===== config.mk =====
export PLATFORM = sky130hd
export DESIGN_NAME = s832_state_seq
export DESIGN_NICKNAME = d
export VERILOG_FILES = /design/src/rtl/s832_pkg.sv /design/src/rtl/s832_state_scan_reg.sv /design/src/rtl/s832_state_seq.sv
export SDC_FILE = /design/constraint.sdc
export NUM_CORES = 1
export LEC_CHECK = 0
export ABC_CLOCK_PERIOD_IN_PS = 2500
export BUFFER_PORTS_ARGS = -buffer_cell sky130_fd_sc_hd__buf_4
export CORE_UTILIZATION = 35
export DETAILED_ROUTE_END_ITERATION = 10
export HOLD_SLACK_MARGIN = 0.12
export PLACE_DENSITY_LB_ADDON = 0.15
export SLEW_MARGIN = 25
export SYNTH_ARGS = -nofsm -noshare
export SYNTH_HDL_FRONTEND = slang
export SYNTH_SLANG_ARGS = --single-unit

===== constraint.sdc =====
create_clock -name clk -period 2.5 [get_ports clk]
set_input_delay 0.5 -clock clk [delete_from_list [all_inputs] [get_ports clk]]
set_output_delay 0.5 -clock clk [all_outputs]
set_load 0.05 [all_outputs]

===== src/rtl/s832_pkg.sv =====
// Shared constants, FSM encoding and helpers for the s832 sequential stage.
// Parity support is compiled in only when S832_STATE_PARITY_EN is defined.
package s832_pkg;

   localparam int unsigned PI_W = 19;
   localparam int unsigned ST_W = 5;
   localparam int unsigned EC_W = 4;

   // State bit positions inside state_q
   localparam int unsigned G38_IDX = 0;
   localparam int unsigned G39_IDX = 1;
   localparam int unsigned G40_IDX = 2;
   localparam int unsigned G41_IDX = 3;
   localparam int unsigned G42_IDX = 4;

   localparam logic [ST_W-1:0] RST_STATE_DEF = 5'b00000;

   typedef enum logic [2:0] {
      IDLE   = 3'd0,
      EVAL   = 3'd1,
      COMMIT = 3'd2,
      HOLD   = 3'd3,
      SCAN   = 3'd4
   } s832_seq_st_t;

   function automatic logic even_par(input logic [ST_W-1:0] v);
      return ^v;
   endfunction

endpackage


===== src/rtl/s832_state_scan_reg.sv =====
// Five-bit s832 state register (G38..G42) with parallel load and a scan
// shift toward G42; load wins over shift.
module s832_state_scan_reg
   import s832_pkg::*;
#(
   parameter logic [ST_W-1:0] RST_STATE = RST_STATE_DEF
) (
   input  logic            clk,
   input  logic            rst_n,
   input  logic            load,
   input  logic [ST_W-1:0] load_val,
   input  logic            shift,
   input  logic            scan_in,
   output logic [ST_W-1:0] q
);

   always_ff @(posedge clk or negedge rst_n) begin
      if (!rst_n) begin
         q <= RST_STATE;
      end else if (load) begin
         q <= load_val;
      end else if (shift) begin
         q <= {q[ST_W-2:0], scan_in};
      end
   end

endmodule


===== src/rtl/s832_state_seq.sv =====
// Sequential stage feeding the s832 next-state cones: input capture, settle
// delay, commit of ns_in and scan access to the state flops.
// Optional state parity checking: define S832_STATE_PARITY_EN.
module s832_state_seq
   import s832_pkg::*;
#(
   parameter int unsigned     EVAL_LAT  = 1,
   parameter int unsigned     CNT_W     = 16,
   parameter logic [ST_W-1:0] RST_STATE = RST_STATE_DEF
) (
   input  logic             clk,
   input  logic             rst_n,
   input  logic             in_valid,
   output logic             in_ready,
   input  logic [PI_W-1:0]  pi_in,
   output logic [PI_W-1:0]  pi_q,
   output logic [ST_W-1:0]  state_q,
   input  logic [ST_W-1:0]  ns_in,
   output logic             out_valid,
   input  logic             out_ready,
   output logic [CNT_W-1:0] step_cnt,
   input  logic             scan_en,
   input  logic             scan_in,
`ifdef S832_STATE_PARITY_EN
   input  logic             par_inj,
   output logic             state_par,
   output logic             par_err,
`endif
   output logic             scan_out
);

   localparam logic [EC_W-1:0] EVAL_LOAD = EC_W'(EVAL_LAT - 1);

   s832_seq_st_t    st;
   logic [EC_W-1:0] eval_cnt;
   logic            idle_rdy;
   logic            st_load;
   logic            st_shift;
   logic            accept;

   // idle_rdy is low during reset and the first cycle after it
   always_comb begin
      in_ready = 1'b0;
      st_load  = 1'b0;
      st_shift = 1'b0;
      if (st == IDLE) begin
         in_ready = idle_rdy & ~scan_en;
         st_shift = scan_en;
      end
      if (st == HOLD) begin
         in_ready = out_ready;
      end
      if (st == SCAN) begin
         st_shift = scan_en;
      end
      if (st == COMMIT) begin
         st_load = 1'b1;
      end
   end

   assign accept   = in_valid & in_ready;
   assign scan_out = state_q[G42_IDX];

   s832_state_scan_reg #(
      .RST_STATE (RST_STATE)
   ) u_state_reg (
      .clk      (clk),
      .rst_n    (rst_n),
      .load     (st_load),
      .load_val (ns_in),
      .shift    (st_shift),
      .scan_in  (scan_in),
      .q        (state_q)
   );

   always_ff @(posedge clk or negedge rst_n) begin
      if (!rst_n) begin
         st        <= IDLE;
         pi_q      <= '0;
         eval_cnt  <= '0;
         step_cnt  <= '0;
         out_valid <= 1'b0;
         idle_rdy  <= 1'b0;
      end else begin
         case (st)
            IDLE: begin
               if (scan_en) begin
                  st       <= SCAN;
                  idle_rdy <= 1'b0;
               end else if (accept) begin
                  pi_q     <= pi_in;
                  eval_cnt <= EVAL_LOAD;
                  st       <= EVAL;
                  idle_rdy <= 1'b0;
               end else begin
                  idle_rdy <= 1'b1;
               end
            end
            EVAL: begin
               if (eval_cnt == '0) begin
                  st <= COMMIT;
               end else begin
                  eval_cnt <= eval_cnt - EC_W'(1);
               end
            end
            COMMIT: begin
               step_cnt  <= step_cnt + CNT_W'(1);
               out_valid <= 1'b1;
               st        <= HOLD;
            end
            HOLD: begin
               // Back-to-back capture skips IDLE when the consumer drains
               if (out_ready) begin
                  out_valid <= 1'b0;
                  if (in_valid) begin
                     pi_q     <= pi_in;
                     eval_cnt <= EVAL_LOAD;
                     st       <= EVAL;
                  end else begin
                     st       <= IDLE;
                     idle_rdy <= 1'b1;
                  end
               end
            end
            SCAN: begin
               if (!scan_en) begin
                  st       <= IDLE;
                  idle_rdy <= 1'b1;
               end
            end
            default: begin
               st        <= IDLE;
               out_valid <= 1'b0;
               idle_rdy  <= 1'b0;
            end
         endcase
      end
   end

`ifdef S832_STATE_PARITY_EN
   logic [ST_W-1:0] shift_val;
   assign shift_val = {state_q[ST_W-2:0], scan_in};

   // Parity tracks every state_q update; par_inj corrupts it on commit
   always_ff @(posedge clk or negedge rst_n) begin
      if (!rst_n) begin
         state_par <= even_par(RST_STATE);
         par_err   <= 1'b0;
      end else begin
         if (st_load) begin
            state_par <= even_par(ns_in) ^ par_inj;
         end else if (st_shift) begin
            state_par <= even_par(shift_val);
         end
         if (even_par(state_q) != state_par) begin
            par_err <= 1'b1;
         end
      end
   end
`endif

endmodule


==> impl_metrics.csv <==
group,metric,value,unit
placed_design,gp_congestion,0.6716,
finish,nFillCells,571,
logic_synthesis,syn_nets,210,
timing,setup_violations,0,
floorplanning,die-width,80.64,um
power_and_ir_drop,clkPwrFrac,15.1,%
logic_synthesis,synth_warnings,0,
power_and_ir_drop,power,3.845,mW
logic_synthesis,ys_seq_area_share,56.65,%
outcome,status,"finished clean",
clock_network,clk_latency,0.29,ns
finish,diodes,0,
global_routing,grt_pass1_wl,7107,um
routing,drc,0,
routing,antenna_left,0,
finish,layout-drive-gt1-share,35.97,%
logic_synthesis,synth_top_cells_by_area,"dfrtp_1 57%, mux2_1 8.3%, xnor2_1 3.2%, xor2_1 2.8%, mux2i_1 2.8%",
timing,setup_ws,0.3618,ns
clock_network,cts_num_sinks,49,
routing,via_count,1569,
routing,post_drt_via_cell_ratio,4.784,
power_and_ir_drop,pwr-share-comb,50.4,%
clock_network,clockRootBuffer,"clkbuf_8",
placed_design,dp_cells,320,
finish,layout_common_cells,"75 x buf_4, 49 x dfrtp_1, 16 x mux2_1",
clock_network,cts_tree,"done",
hold_path,hold_path.class,"in2async",
logic_synthesis,netlist_instances,178,
power_and_ir_drop,p_int,2.069,mW
logic_synthesis,synth_ff_type,"dfrtp_1",
setup_path,cp.arrival,1.64,ns
timing,post-route-period-util,85.53,%
clock_network,clk_pin_slew,0.09,ns
power_and_ir_drop,p_leak,1.424,nW
global_routing,antenna_found_initial,0,
floorplanning,dieArea,6503,sq um
placed_design,dp_slack,0.4992,ns
routing,firstDrtPassIters,4,
finish,layout_commonest_cell,"buf_4",
setup_path,critPathKind,"reg2out",
routing,wl_per_cell,13.32,um
finish,finalNonFillerCells,328,
logic_synthesis,syn_area_per_cell,12.16,sq um
power_and_ir_drop,seq_power_share,34.5,%
floorplanning,row_count,28,
routing,dr.first_iter.drc_count,58,
clock_network,cts_hold_buffers,0,
timing,rsz0062_at_grt,"false",
placed_design,dp_hpwl,3100,um
placed_design,postPlaceCellArea,2775,sq um
floorplanning,core_area,5956,sq um
logic_synthesis,ys_ff_latch,49,
timing,drv_slew,0,
setup_path,worstPathRequired,2.00,ns
logic_synthesis,yosys.area.top_type,"dfrtp_1",
setup_path,path_max_fanout,11,
clock_network,postCtsSetupRepairBufs,0,
setup_path,end_kind,"primary output",
logic_synthesis,synth_top_area_share,56.65,%
power_and_ir_drop,irDropWorstVdd,0.0006038,V
global_routing,globalRouteTotalUtil,14.43,%
power_and_ir_drop,swShare,46.19,%
routing,routed_wl,4370,um
floorplanning,die_height,80.64,um
global_routing,grt_max_degree,50,
logic_synthesis,synthArstFlopShare,100.0,%
timing,hold_viol,0,
logic_synthesis,synthDistinctLibCells,37,
power_and_ir_drop,power_density,1330,nW/um^2
setup_path,r2r_cells,4,
clock_network,htreeDepth,2,
logic_synthesis,synth_edf_count,0,
power_and_ir_drop,switchingPower,1.776,mW
logic_synthesis,synth_area,2165,sq um
job,max_cap_violations,0,
global_routing,grt_overflow_total,0,
clock_network,clk_path_buf_depth,2,
finish,design_area,2892,sq um
clock_network,cts_made_buffers,5,
timing,min_period,2.138,ns
timing,max_freq,467.7,MHz
finish,fin_nets,284,
global_routing,grt_pass1_vias,1547,
floorplanning,io_pins,73,
timing,worstMarginPinSlew,0.6197,ns
placed_design,port_buffers,72,
timing,max-slew-margin-rel,58.68,%
timing,clock_skew,0.003963,ns
timing,finalSetupTns,0,ns
floorplanning,initial_core_util,36.34,%
setup_path,critPathLaunchType,"flip-flop",
clock_network,cts_resized,0,
finish,area_growth,33.58,%
critical path, stage by stage, from the launching register on:
cell and delay, ns:
dfrtp_1 0.51, nor4b_2 0.41, o21a_1 0.22, buf_4 0.21
cells by family (layout without fill, tap and decap cells):
family	Yosys count	in the layout	share of synthesized area [%]
simple gates	52	52	13.99
flops	49	49	56.65
mux	26	26	13.18
compound gates	21	21	5.954
xor+xnor	15	15	6.070
buf+inv	13	88	3.006
fa+ha+maj	2	2	1.156
cell type report:
class | count | area (sq um) | share of cell area [%]
flip-flops and latches | 49 | 1226 | 42.41
multi-input cells | 116 | 873.3 | 30.20
repair buffers | 75 | 563.0 | 19.47
well taps | 75 | 93.84 | 3.245
clock buffers | 7 | 86.33 | 2.986
clock inverters | 1 | 30.03 | 1.039
inverters | 5 | 18.77 | 0.6491
power by group through the flow:
stage	logic [mW]	registers (mW)	clock network [mW]
after detailed placement	1.96	1.34	0
after global placement	1.93	1.34	0
after CTS	1.96	1.33	0.601
after global routing	2.07	1.38	0.634
final	1.94	1.33	0.579
after floorplan	0.648	2.07	0
cells in the mapped netlist, types with 2 or more instances:
cell,n
nand3_1,7
nand4_1,6
a31oi_1,2
buf_4,3
mux2_2,4
dfrtp_1,49
nor2_1,6
and3_1,8
o21ai_1,5
o21ai_0,4
xnor2_1,8
buf_2,4
nand2_1,13
xor2_1,7
nor3b_1,2
a21oi_1,4
mux2i_1,6
mux2_1,16
ha_1,2
inv_1,5
final timing paths:
path	startpoint	endpoint	slack, ns
max	st[0]	in_ready	0.36
min	rst_n	pi_q[5]	0.21
max reg2reg	st[1]	pi_q[3]	0.59
min reg2reg	step_cnt[15]	step_cnt[15]	0.48
max in group asynchronous	rst_n	u_state_reg.q[2]	1.87
min in group clk	pi_in[5]	pi_q[5]	0.41
through the flow:
step | util, % | hold WS [ns]
final | 48.55 | 0.2120
after global routing | 48.55 | 0.2630
after CTS | 48.55 | 0.2391
after detailed placement | 46.60 | 0.4607
after global placement | 46.60 | 0.4579
after floorplan | - | 0.2044
per-layer routing:
layer	global-route usage (%)	vias to the layer above	wire [um]
met5	0	-	0
met1	19.31	751	2004
met3	3.523	4	167
met4	4.821	0	35
met2	22.71	42	2162
li1	-	772	-
flip-flops by register name (all words and copies together) (netlist names):
name           cells
pi_q              19
step_cnt          16
st                 3
eval_cnt           4
u_state_reg.q      5
idle_rdy           1
out_valid          1
Power figures use the tool's default switching activity.
